--- config.mk ---
export PLATFORM = sky130hd
export DESIGN_NAME = tt_sweep_capture_flat
export DESIGN_NICKNAME = d
export VERILOG_FILES = /design/src/rtl/tt_sweep_capture_pkg.sv /design/src/rtl/tt_sweep_capture_if.sv /design/src/rtl/tt_sweep_capture_store.sv /design/src/rtl/tt_sweep_capture.sv /design/src/flat_wrapper.sv
export SDC_FILE = /design/constraint.sdc
export NUM_CORES = 1
export LEC_CHECK = 0
export CAP_MARGIN = 20
export CORE_UTILIZATION = 39
export DETAILED_ROUTE_END_ITERATION = 7
export PLACE_DENSITY = 0.61
export SLEW_MARGIN = 25
export SYNTH_ARGS = -nofsm -noshare
export SYNTH_HDL_FRONTEND = slang
export SYNTH_SLANG_ARGS = --single-unit
--- constraint.sdc ---
create_clock -name clk -period 3.4 [get_ports clk]
set_input_delay 1.02 -clock clk [delete_from_list [all_inputs] [get_ports clk]]
set_output_delay 1.02 -clock clk [all_outputs]
set_load 0.1 [all_outputs]
--- src/rtl/tt_sweep_capture_pkg.sv ---
// Shared types and derived-width helpers for the truth-table sweep/capture block.
package tt_sweep_pkg;

  typedef enum logic [1:0] {
    IDLE,
    SETTLE,
    CAPTURE,
    DONE
  } state_t;

  // Number of truth-table rows for a given input count.
  function automatic int unsigned n_rows(input int unsigned n_in);
    return 32'd1 << n_in;
  endfunction

  // Width of the output-index read port; never narrower than one bit.
  function automatic int unsigned idx_width(input int unsigned n_out);
    return (n_out <= 1) ? 1 : $clog2(n_out);
  endfunction

endpackage

--- src/rtl/tt_sweep_capture_if.sv ---
// Bundle of control, stimulus/response and readout signals for tt_sweep_capture.
interface tt_sweep_capture_if
  import tt_sweep_pkg::*;
#(
  parameter int unsigned N_IN  = 3,
  parameter int unsigned N_OUT = 8
);
  localparam int unsigned N_ROWS = n_rows(N_IN);
  localparam int unsigned IW     = idx_width(N_OUT);

  logic              start;
  logic              busy;
  logic              done;
  logic [N_IN-1:0]   dut_x;
  logic [N_OUT-1:0]  dut_f;
  logic              rd_en;
  logic [IW-1:0]     rd_idx;
  logic [N_ROWS-1:0] rd_data;
  logic              rd_valid;

  // master: the environment issuing requests and hosting the netlist under test
  modport master (
    output start, dut_f, rd_en, rd_idx,
    input  busy, done, dut_x, rd_data, rd_valid
  );

  modport slave (
    input  start, dut_f, rd_en, rd_idx,
    output busy, done, dut_x, rd_data, rd_valid
  );

endinterface

--- src/rtl/tt_sweep_capture_store.sv ---
// Truth-table storage: one row per input vector, cleared on demand, read by output column.
module tt_store #(
  parameter int unsigned N_ROWS = 8,
  parameter int unsigned N_OUT  = 8,
  parameter int unsigned AW     = 3,
  parameter int unsigned IW     = 3
) (
  input  logic              clk,
  input  logic              rst,
  input  logic              clr,
  input  logic              we,
  input  logic [AW-1:0]     waddr,
  input  logic [N_OUT-1:0]  wdata,
  input  logic [IW-1:0]     col_idx,
  output logic [N_ROWS-1:0] col_data
);

  logic [N_OUT-1:0] rows [N_ROWS];

  always_ff @(posedge clk or posedge rst) begin
    if (rst) begin
      for (int unsigned r = 0; r < N_ROWS; r++) rows[r] <= '0;
    end else if (clr) begin
      for (int unsigned r = 0; r < N_ROWS; r++) rows[r] <= '0;
    end else if (we) begin
      rows[waddr] <= wdata;
    end
  end

  // Indices with no matching output fall through to an all-zero column.
  always_comb begin
    col_data = '0;
    for (int unsigned k = 0; k < N_OUT; k++) begin
      if (col_idx == IW'(k)) begin
        for (int unsigned m = 0; m < N_ROWS; m++) col_data[m] = rows[m][k];
      end
    end
  end

endmodule

--- src/rtl/tt_sweep_capture.sv ---
// Sweeps every input vector into a combinational netlist, records its outputs as a
// truth table and serves the table back one output column at a time.
module tt_sweep_capture
  import tt_sweep_pkg::*;
#(
  parameter int unsigned N_IN       = 3,
  parameter int unsigned N_OUT      = 8,
  parameter int unsigned SETTLE_CYC = 1
) (
  input logic             clk,
  input logic             rst,
  tt_sweep_capture_if.slave bus
);

  localparam int unsigned N_ROWS = n_rows(N_IN);
  localparam int unsigned IW     = idx_width(N_OUT);
  localparam int unsigned VW     = N_IN + 1;
  localparam int unsigned SW     = $clog2(SETTLE_CYC + 1);

  state_t            state, state_n;
  logic [VW-1:0]     vec;
  logic [SW-1:0]     settle;
  logic              accept;
  logic              last_vec;
  logic              settled;
  logic              busy;
  logic [N_ROWS-1:0] col_data;
  logic [N_ROWS-1:0] rd_data;
  logic              rd_valid;

  assign accept   = (state == IDLE) && bus.start;
  assign last_vec = (vec == VW'(N_ROWS - 1));
  assign settled  = (settle == SW'(SETTLE_CYC - 1));
  assign busy     = (state == SETTLE) || (state == CAPTURE);

  always_ff @(posedge clk or posedge rst) begin
    if (rst) state <= IDLE;
    else     state <= state_n;
  end

  always_comb begin
    state_n = state;
    unique case (state)
      IDLE:    if (bus.start) state_n = SETTLE;
      SETTLE:  if (settled) state_n = CAPTURE;
      CAPTURE: state_n = last_vec ? DONE : SETTLE;
      DONE:    state_n = IDLE;
      default: state_n = IDLE;
    endcase
  end

  // The settle counter may step one past its terminal value on the SETTLE->CAPTURE
  // edge; its width leaves room for that and CAPTURE zeroes it again.
  always_ff @(posedge clk or posedge rst) begin
    if (rst) begin
      vec    <= '0;
      settle <= '0;
    end else begin
      unique case (state)
        IDLE: begin
          if (bus.start) begin
            vec    <= '0;
            settle <= '0;
          end
        end
        SETTLE: settle <= settle + SW'(1);
        CAPTURE: begin
          settle <= '0;
          if (!last_vec) vec <= vec + VW'(1);
        end
        default: ;
      endcase
    end
  end

  tt_store #(
    .N_ROWS (N_ROWS),
    .N_OUT  (N_OUT),
    .AW     (N_IN),
    .IW     (IW)
  ) u_store (
    .clk      (clk),
    .rst      (rst),
    .clr      (accept),
    .we       (state == CAPTURE),
    .waddr    (vec[N_IN-1:0]),
    .wdata    (bus.dut_f),
    .col_idx  (bus.rd_idx),
    .col_data (col_data)
  );

  always_ff @(posedge clk or posedge rst) begin
    if (rst) begin
      rd_data  <= '0;
      rd_valid <= 1'b0;
    end else if (bus.rd_en && !busy) begin
      rd_data  <= col_data;
      rd_valid <= 1'b1;
    end else begin
      rd_valid <= 1'b0;
    end
  end

  assign bus.busy     = busy;
  assign bus.done     = (state == DONE);
  assign bus.dut_x    = busy ? vec[N_IN-1:0] : '0;
  assign bus.rd_data  = rd_data;
  assign bus.rd_valid = rd_valid;

endmodule

--- src/flat_wrapper.sv ---
// flat-port wrapper written by rule: the top's interface ports become plain ports
module tt_sweep_capture_flat import tt_sweep_pkg::*;
#(
  parameter int unsigned N_IN       = 3,
  parameter int unsigned N_OUT      = 8,
  parameter int unsigned SETTLE_CYC = 1
)
  (clk, rst, bus_start, bus_dut_f, bus_rd_en, bus_rd_idx, bus_busy, bus_done, bus_dut_x, bus_rd_data, bus_rd_valid);
  tt_sweep_capture_if #(.N_IN(N_IN), .N_OUT(N_OUT)) bus_i ();
  input logic clk;
  input logic rst;
  input wire logic [$bits(bus_i.start)-1:0] bus_start;
  input wire logic [$bits(bus_i.dut_f)-1:0] bus_dut_f;
  input wire logic [$bits(bus_i.rd_en)-1:0] bus_rd_en;
  input wire logic [$bits(bus_i.rd_idx)-1:0] bus_rd_idx;
  output wire logic [$bits(bus_i.busy)-1:0] bus_busy;
  output wire logic [$bits(bus_i.done)-1:0] bus_done;
  output wire logic [$bits(bus_i.dut_x)-1:0] bus_dut_x;
  output wire logic [$bits(bus_i.rd_data)-1:0] bus_rd_data;
  output wire logic [$bits(bus_i.rd_valid)-1:0] bus_rd_valid;
  assign bus_i.start = bus_start;
  assign bus_i.dut_f = bus_dut_f;
  assign bus_i.rd_en = bus_rd_en;
  assign bus_i.rd_idx = bus_rd_idx;
  assign bus_busy = bus_i.busy;
  assign bus_done = bus_i.done;
  assign bus_dut_x = bus_i.dut_x;
  assign bus_rd_data = bus_i.rd_data;
  assign bus_rd_valid = bus_i.rd_valid;
  tt_sweep_capture #(.N_IN(N_IN), .N_OUT(N_OUT), .SETTLE_CYC(SETTLE_CYC)) u_core (.clk(clk), .rst(rst), .bus(bus_i));
endmodule
# After elaboration in Yosys (flattened, before gate mapping)
# Index checks and enable logic that the tools add are counted.
# word_totals
reg_bits	80
latch_bits	0
ram_bits	0
mem_bits_ro	0
inputBits	15
out_inout_bits	14
word_cells	69
mem_count	0
# op_classes
add_sub_neg	2
multipliers	0
n_div	0
n_lt_le_gt_ge	2
eq_ne	14
shifts	0
muxes	24
n_bitwise	1
reduce_logical	13
# ops
op	count
64-bit two-way mux	2
8-bit two-way mux	9
64-bit bitwise mux	1
8-bit demux with 3-bit select	1
3-bit == test (second input constant)	4
4-bit two-way mux	2
2-bit one-hot mux with 4 select lines	1
4-bit one-hot mux with 2 select lines	1
3-bit by 2-bit == test with 1-bit output (second input constant)	2
2-bit two-way mux	3
2-bit != test (second input constant)	3
4-bit by 1-bit adder with 4-bit output (second input constant)	1
2-bit == test (second input constant)	2
4-bit by 3-bit == test with 1-bit output (second input constant)	1
4-bit greater-or-equal comparator (second input constant)	1
4-bit by 1-bit less-than comparator with 1-bit output (second input constant)	1
3-bit NOT with 4-bit output	1
2-bit AND reduction	2
2-bit nonzero test	2
3-bit by 1-bit == test with 1-bit output (second input constant)	1
1-bit logical AND	3
3-bit zero test	1
3-bit two-way mux	1
1-bit one-hot mux with 3 select lines	1
other kinds (8)	9

# Longest topological paths before layout
# Gate-level depths: netlist (run 1).
# logic_depth
ltp_word	9
mapped_depth	7
mapped_depth_nobuf	7

# By module
# A second synthesis (run 1) with hierarchy kept.
# unflattened
hier_cells	420
hier_area_um2	4105.2
# by_module_without_submodules
module	n_inst	cells_per_inst	area_each_um2	seq_area_each_um2
tt_store	1	344	3261.9	1601.5
tt_sweep_capture	1	76	843.3	400.4

# Worst setup path before layout (run 1)
# No wires, ideal clock.
# synth_path
path_type	flip-flop to output port
start	reg u_core.state[0]
end	out bus_dut_x[0]
arrival_time_ps	2216
required_time_ps	2380
setup_slack_ps	164
path_stages_with_launch	4
n_path_buf	0
cell_sequence	dfrtp_1 -> inv_1 -> ha_1 -> and2_1
# synth_between
elab_chain_len	3
elab_cells_between_ends	4
classes_between	eq/ne: 2; mux: 1; reduce/logical: 1
# synth_rtl
element	line	source
start, declared	tt_sweep_capture.sv:20	state_t state, state_n;
start signal, assigned	tt_sweep_capture.sv:38	else state <= state_n;
2-bit by 1-bit == test with 1-bit output or 2-bit == test (tied branches)	tt_sweep_capture.sv:34	assign busy = (state == SETTLE) || (state == CAPTURE);
1-bit logical OR (*)	tt_sweep_capture.sv:34	
net bus_busy	flat_wrapper.sv:16	output wire logic [$bits(bus_i.busy)-1:0] bus_busy;
3-bit two-way mux (*)	tt_sweep_capture.sv:106	assign bus.dut_x = busy ? vec[N_IN-1:0] : '0;
end, declared	flat_wrapper.sv:18	output wire logic [$bits(bus_i.dut_x)-1:0] bus_dut_x;
# The timed path passes the listed nets; every way through them passes the cells marked *.

# Worst setup path in the final report (run 1)
# layout_path
start	reg u_core.state[1]
end	out bus_dut_x[0]
# layout_between
elab_chain_len	3
elab_cells_between_ends	4
classes_between	eq/ne: 2; mux: 1; reduce/logical: 1
# layout_rtl
element	line
2-bit by 1-bit == test with 1-bit output or 2-bit == test (tied branches)	tt_sweep_capture.sv:34
1-bit logical OR (*)	tt_sweep_capture.sv:34
3-bit two-way mux (*)	tt_sweep_capture.sv:106
# Mark *: on every way between the ends. The rest lies on a longest branch, timed or not.

==> results of run 1 <==
per-layer routing:
| layer | routed length (µm) | vias up | global-route usage [%] |
|---|---|---|---|
| met5 | 0 | - | 0 |
| met4 | 75 | 0 | 4.442 |
| met3 | 584 | 5 | 4.678 |
| met2 | 4740 | 93 | 33.03 |
| met1 | 4873 | 1587 | 32.06 |
| li1 | - | 1542 | - |
final cells by class:
cell class / count / area (µm²) / area share (%)
Clock buffer: 9 / 123.9 / 2.718
Clock inverter: 7 / 72.57 / 1.593
Inverter: 12 / 46.29 / 1.016
Multi-Input combinational cell: 321 / 1795 / 39.40
Sequential cell: 80 / 2002 / 43.93
Tap cell: 133 / 166.4 / 3.652
Timing Repair Buffer: 37 / 350.3 / 7.688
power by group through the flow:
stage	Sequential, W	Clock [W]	Combinational (W)
after detailed placement	0.00144	0	0.00161
after global routing	0.00146	0.000761	0.00175
after floorplan	0.00172	0	0.000936
after global placement	0.00143	0	0.00159
final	0.00143	0.000702	0.00160
after CTS	0.00143	0.000718	0.00162
Yosys cell counts, types with 2 or more instances:
cell and number:
and2_1 5, and3_1 4, a21oi_1 57, dfrtp_1 80
ha_1 5, nor2_1 31, a31oi_1 3, o21ai_1 2
buf_4 2, nand2b_1 8, nand3_1 10, clkbuf_1 18
a32oi_1 2, a211oi_1 2, a22oi_1 3, mux2i_1 26
o22ai_1 5, o221ai_1 3, o32ai_1 2, mux4_2 2
inv_1 12, o21ai_0 19, nand2_1 106, o211ai_1 2
nor2b_1 5, buf_2 6, and3b_1 2
sequential cells by signal (all words and copies together), names as in the netlist:
| signal | count |
|---|---|
| u_core.u_store.rows | 64 |
| u_core.bus.rd_data | 8 |
| u_core.vec | 4 |
| u_core.state | 2 |
| u_core.bus.rd_valid | 1 |
| u_core.settle | 1 |
cell families after synthesis:
logic type / count (synthesis) / share of synthesized area, %
buffers and inverters: 39 / 4.260
muxes: 28 / 7.700
adders and majority gates: 5 / 1.578
and+or+nand+nor: 181 / 20.26
AOI/OAI and AO/OA: 107 / 15.71
DFF: 80 / 50.49
critical path, stage by stage, from the launching register on:
cell and delay, ns:
dfrtp_1 0.45, inv_1 0.09, ha_1 0.35, and2_1 0.15, buf_4 0.29
worst max path at each step:
stage / depth (start not counted) / end / start
floorplan: 3 / bus_dut_x[0] / u_core.state[0]
global route: 4 / bus_dut_x[2] / u_core.state[1]
finish: 4 / bus_dut_x[0] / u_core.state[1]
detailed placement: 7 / u_core.bus.rd_data[7] / bus_rd_idx[1]
CTS: 4 / bus_dut_x[0] / u_core.state[1]
global placement: 7 / u_core.bus.rd_data[7] / bus_rd_idx[1]
through the flow:
| step | util [%] | total power [W] | worst slack (ns) | cells | area [µm²] |
|---|---|---|---|---|---|
| 2_1_floorplan | - | 0.002660 | 0.1638 | 440 | 3965 |
| 3_3_place_gp | 44.41 | 0.003022 | 0.5362 | 583 | 4360 |
| 3_5_place_dp | 44.41 | 0.003054 | 0.4853 | 583 | 4360 |
| 4_1_cts | 46.41 | 0.003759 | 0.6851 | 599 | 4557 |
| 5_1_grt | 46.41 | 0.003971 | 0.5597 | 599 | 4557 |
| 6_report | 46.41 | 0.003732 | 0.6960 | 599 | 4557 |
==> results.cfg, run 1 <==
[worst_setup_path]
cp-end-kind = output pin
r2r-end = u_core.u_store.rows[10]
reg2reg_depth = 6
worstPathArrival_ns = 1.68
path_max_fanout = 6
critical_path_class = reg2out
cp-start-kind = flop
reg2reg_slack_ns = 1.31
r2r_start = u_core.state[0]
required_ns = 2.38

[floorplanning]
rows = 36
core_mm2 = 0.009819
dieArea_mm2 = 0.01057
die_y_um = 102.8
pin_count = 29
start_util_pct = 40.38
fp.dieW_um = 102.8

[clocking]
postCtsSetupRepairBufs = 0
htreeDepth = 3
clock_latency_ns = 0.36
cts_tree = built
cts_made_buffers = 9
clock-sinks = 80
cts.path.max_buffers = 2
ctsResizeCount = 0
clk_pin_slew_worst_paths_ns = 0.09
postCtsHoldBufs = 0
root_buffer = clkbuf_8

[hold_path]
hold_path_class = reg2reg
hold_depth = 2
holdPathEnd = u_core.bus.rd_data[4]
min_from = u_core.u_store.rows[31]

[job]
cap_violations = 0

[sta]
holdWs_ns = 0.5035
setup_viol = 0
period_share_pct = 79.53
fin_crit_ns = 2.704
finalHoldViolCount = 0
fin_skew_ns = 0.008888
worst_pin_slew_ns = 0.6688
rsz0062_at_grt = no
fin_setup_tns_ns = 0
maxSlewHeadroom_pct = 55.25
fmax_mhz = 369.8
final_max_slew_viol_count = 0

[logic_synthesis]
synth_edf_count = 0
synth_top_area_share_pct = 50.49
synth-main-ff-cell = dfrtp_1
avgSynthCellArea_um2 = 9.011
synth_seq_cells = 80
synth_fp_nets = 460
syn-cell-area_mm2 = 0.003965
netlist_instances = 440
yosys-top-cells-area = dfrtp_1 50%, nand2_1 10%, a21oi_1 7.2%
yosys_warnings = 0
ys_types = 45
synthArstFlopShare_pct = 100.0
ys_seq_area_share_pct = 50.49
yosysTopAreaCell = dfrtp_1

[drt]
vias_per_cell = 5.387
drt_iter0_markers = 225
drc = 0
dr.pass1.iters = 5
postRouteAntennaNets = 0
route.vias.total = 3227
wirelength_um = 10270
wl_per_cell_um = 17.15

[finish]
syn_to_final_growth_pct = 14.93
layout.nets = 481
drive_gt1_share_pct = 10.52
num-fill-cells = 1004
num_antenna_cells = 0
final_common_cell = nand2_1
final_cell_mix = 106 x nand2_1, 80 x dfrtp_1, 57 x a21oi_1

[global_routing]
track_usage_pct = 21.77
grt_max_degree = 65
grt_pass1_wl_um = 17120
antenna_found_initial = 0
grt_pass1_vias = 3206
overflow = 0

[pwr]
pwr-share-comb_pct = 43.0
p_int_w = 0.002026
p_leak_nw = 1.961
net-switching-power_w = 0.001706
p_seq_share_pct = 38.2
ir_drop_uv = 726.2
p_per_area_mw_per_mm2 = 819.0
p_clk_share_pct = 18.8
switching_share_pct = 45.71

[place]
gp_congestion = 0.7894
dp_hpwl_um = 6794
io_buffer_count = 28

[status]
outcome = complete, no violations
Power figures use the tool's default switching activity.
==> run 2, diff against run 1 <==
clock period = 2.7 ns   (was 3.4 ns; I/O delays follow)
==> run 2 against run 1 <==
- setup slack worse by 0.43 ns
- via count is the same
- register-to-register slack worse by 0.70 ns
- wire length rose by 2.6%
- combinational power increased by 34%
- clock power up 84%
- cell count is 0.83% higher
==> results.cfg, run 2 (synthesized netlist as in run 1, its figures left out) <==
[clocking]
clock-sinks = 80
root_buffer = clkbuf_8
postCtsSetupRepairBufs = 0
cts.path.max_buffers = 2
ctsResizeCount = 0
cts_made_buffers = 9
clock_latency_ns = 0.35
clk_pin_slew_worst_paths_ns = 0.08
htreeDepth = 3
postCtsHoldBufs = 0
cts_tree = built

[finish]
top_register = u_core.u_store.rows
layoutNonFillerInstCount = 604
largest_reg_flops = 64
final_area_mm2 = 0.004771
reg_top3 = u_core.u_store.rows x64, u_core.bus.rd_data x8, u_core.vec x4
syn_to_final_growth_pct = 20.32
layout.nets = 486
num-fill-cells = 975
final_cell_mix = 106 x nand2_1, 80 x dfrtp_1, 57 x a21oi_1
num_antenna_cells = 0
drive_gt1_share_pct = 12.31
final_common_cell = nand2_1

[drt]
wl_per_cell_um = 17.46
vias_per_cell = 5.343
wirelength_um = 10550
route.vias.total = 3227
drc = 0
postRouteAntennaNets = 0
dr.pass1.iters = 4
drt_iter0_markers = 195

[hold_path]
holdPathEnd = u_core.u_store.rows[49]
hold_depth = 2
min_from = u_core.u_store.rows[49]
hold_path_class = reg2reg

[sta]
period_share_pct = 90.28
holdWs_ns = 0.5249
fmax_mhz = 410.2
fin_crit_ns = 2.438
maxSlewHeadroom_pct = 54.97
setup_viol = 0
rsz0062_at_grt = no
fin_skew_ns = 0.009038
finalHoldViolCount = 0
worst_pin_slew_ns = 0.6729
final_max_slew_viol_count = 0
fin_setup_tns_ns = 0

[worst_setup_path]
critical_path_class = reg2out
cpPeakStageDelay_ns = 0.43
worstPathArrival_ns = 1.63
crit_chain = inv_1 -> ha_2 -> and2_2 -> buf_12
cp-end-kind = output pin
slowest_stage = dfrtp_1
cp_top_family = flip-flops
r2r-end = u_core.bus.rd_data[1]
timing.critical_path.buf_inv = 2
cp-start-kind = flop
r2r_start = u_core.state[1]
path_max_fanout = 6
required_ns = 1.89
reg2reg_depth = 6
reg2reg_slack_ns = 0.61

[status]
outcome = complete, no violations

[global_routing]
grt_pass1_wl_um = 17070
grt_pass1_vias = 3187
overflow = 0
grt_max_degree = 65
antenna_found_initial = 0
track_usage_pct = 21.76

[floorplanning]
die_y_um = 102.8
start_util_pct = 40.38
core_mm2 = 0.009819
dieArea_mm2 = 0.01057
rows = 36
pin_count = 29
fp.dieW_um = 102.8

[pwr]
ir_drop_uv = 1050
p_per_area_mw_per_mm2 = 1096
p_leak_nw = 2.056
finalPower_w = 0.005228

[place]
gp_congestion = 0.8651
place_area_mm2 = 0.004469
dp_hpwl_um = 7114
dp_cells = 588
io_buffer_count = 28

[job]
cap_violations = 0
## run 2: cell types whose count changed in the layout (fill, tap and decap cells not counted), sizes merged
cell	delta
buf	+5
bufinv	+4
clkbuf	+2
clkinv	-5
clkinvlp	-1
## run 2: cell type report
| type | count | area (µm²) | area share [%] |
|---|---|---|---|
| timing repair buffer | 42 | 450.4 | 9.441 |
| tap | 133 | 166.4 | 3.488 |
| sequential | 80 | 2002 | 41.96 |
| inverter | 12 | 48.80 | 1.023 |
| clock buffer | 11 | 151.4 | 3.173 |
| clock inverter | 5 | 150.1 | 3.147 |
| multi-input combinational | 321 | 1802 | 37.77 |
## run 2: worst max-delay path by stage
stage | from | endpoint | slack, ns | cells after the start
global placement | bus_rd_idx[2] | u_core.bus.rd_data[7] | 0.09 | 6
detailed placement | bus_rd_idx[2] | u_core.bus.rd_data[7] | 0.01 | 6
CTS | u_core.state[1] | bus_dut_x[0] | 0.24 | 4
global route | u_core.state[1] | bus_dut_x[1] | 0.17 | 4
finish | u_core.state[1] | bus_dut_x[0] | 0.26 | 4
floorplan | u_core.state[1] | bus_dut_x[0] | 0.19 | 3
## run 2: stage by stage
step	utilization (%)	setup WS, ns
2_1_floorplan	-	0.1903
6_report	48.59	0.2624
3_3_place_gp	45.51	0.08855
5_1_grt	48.59	0.1689
3_5_place_dp	45.51	0.009928
4_1_cts	48.59	0.2448
## run 2: worst register-to-register path: stages (launching register included)
cell	delay (ns)
dfrtp_1	0.43
inv_1	0.09
ha_2	0.40
nand2b_1	0.36
inv_1	0.15
and3_1	0.25
a221o_1	0.30
## run 2: routing by layer
metal | wire length [µm] | vias up | GRT usage (%)
met1 | 5022 | 1579 | 30.64
met2 | 4880 | 81 | 33.69
met5 | 0 | - | 0
li1 | - | 1553 | -
met3 | 488 | 14 | 4.271
met4 | 153 | 0 | 7.259
## run 2: power by group
| group | internal [W] | total [W] | switching, W | leakage, nW |
|---|---|---|---|---|
| logic | 0.000680 | 0.00215 | 0.00147 | 0.831 |
| clock network | 0.000852 | 0.00129 | 0.000438 | 0.150 |
| registers | 0.00154 | 0.00179 | 0.000250 | 1.08 |
| total | 0.00307 | 0.00523 | 0.00215 | 2.06 |
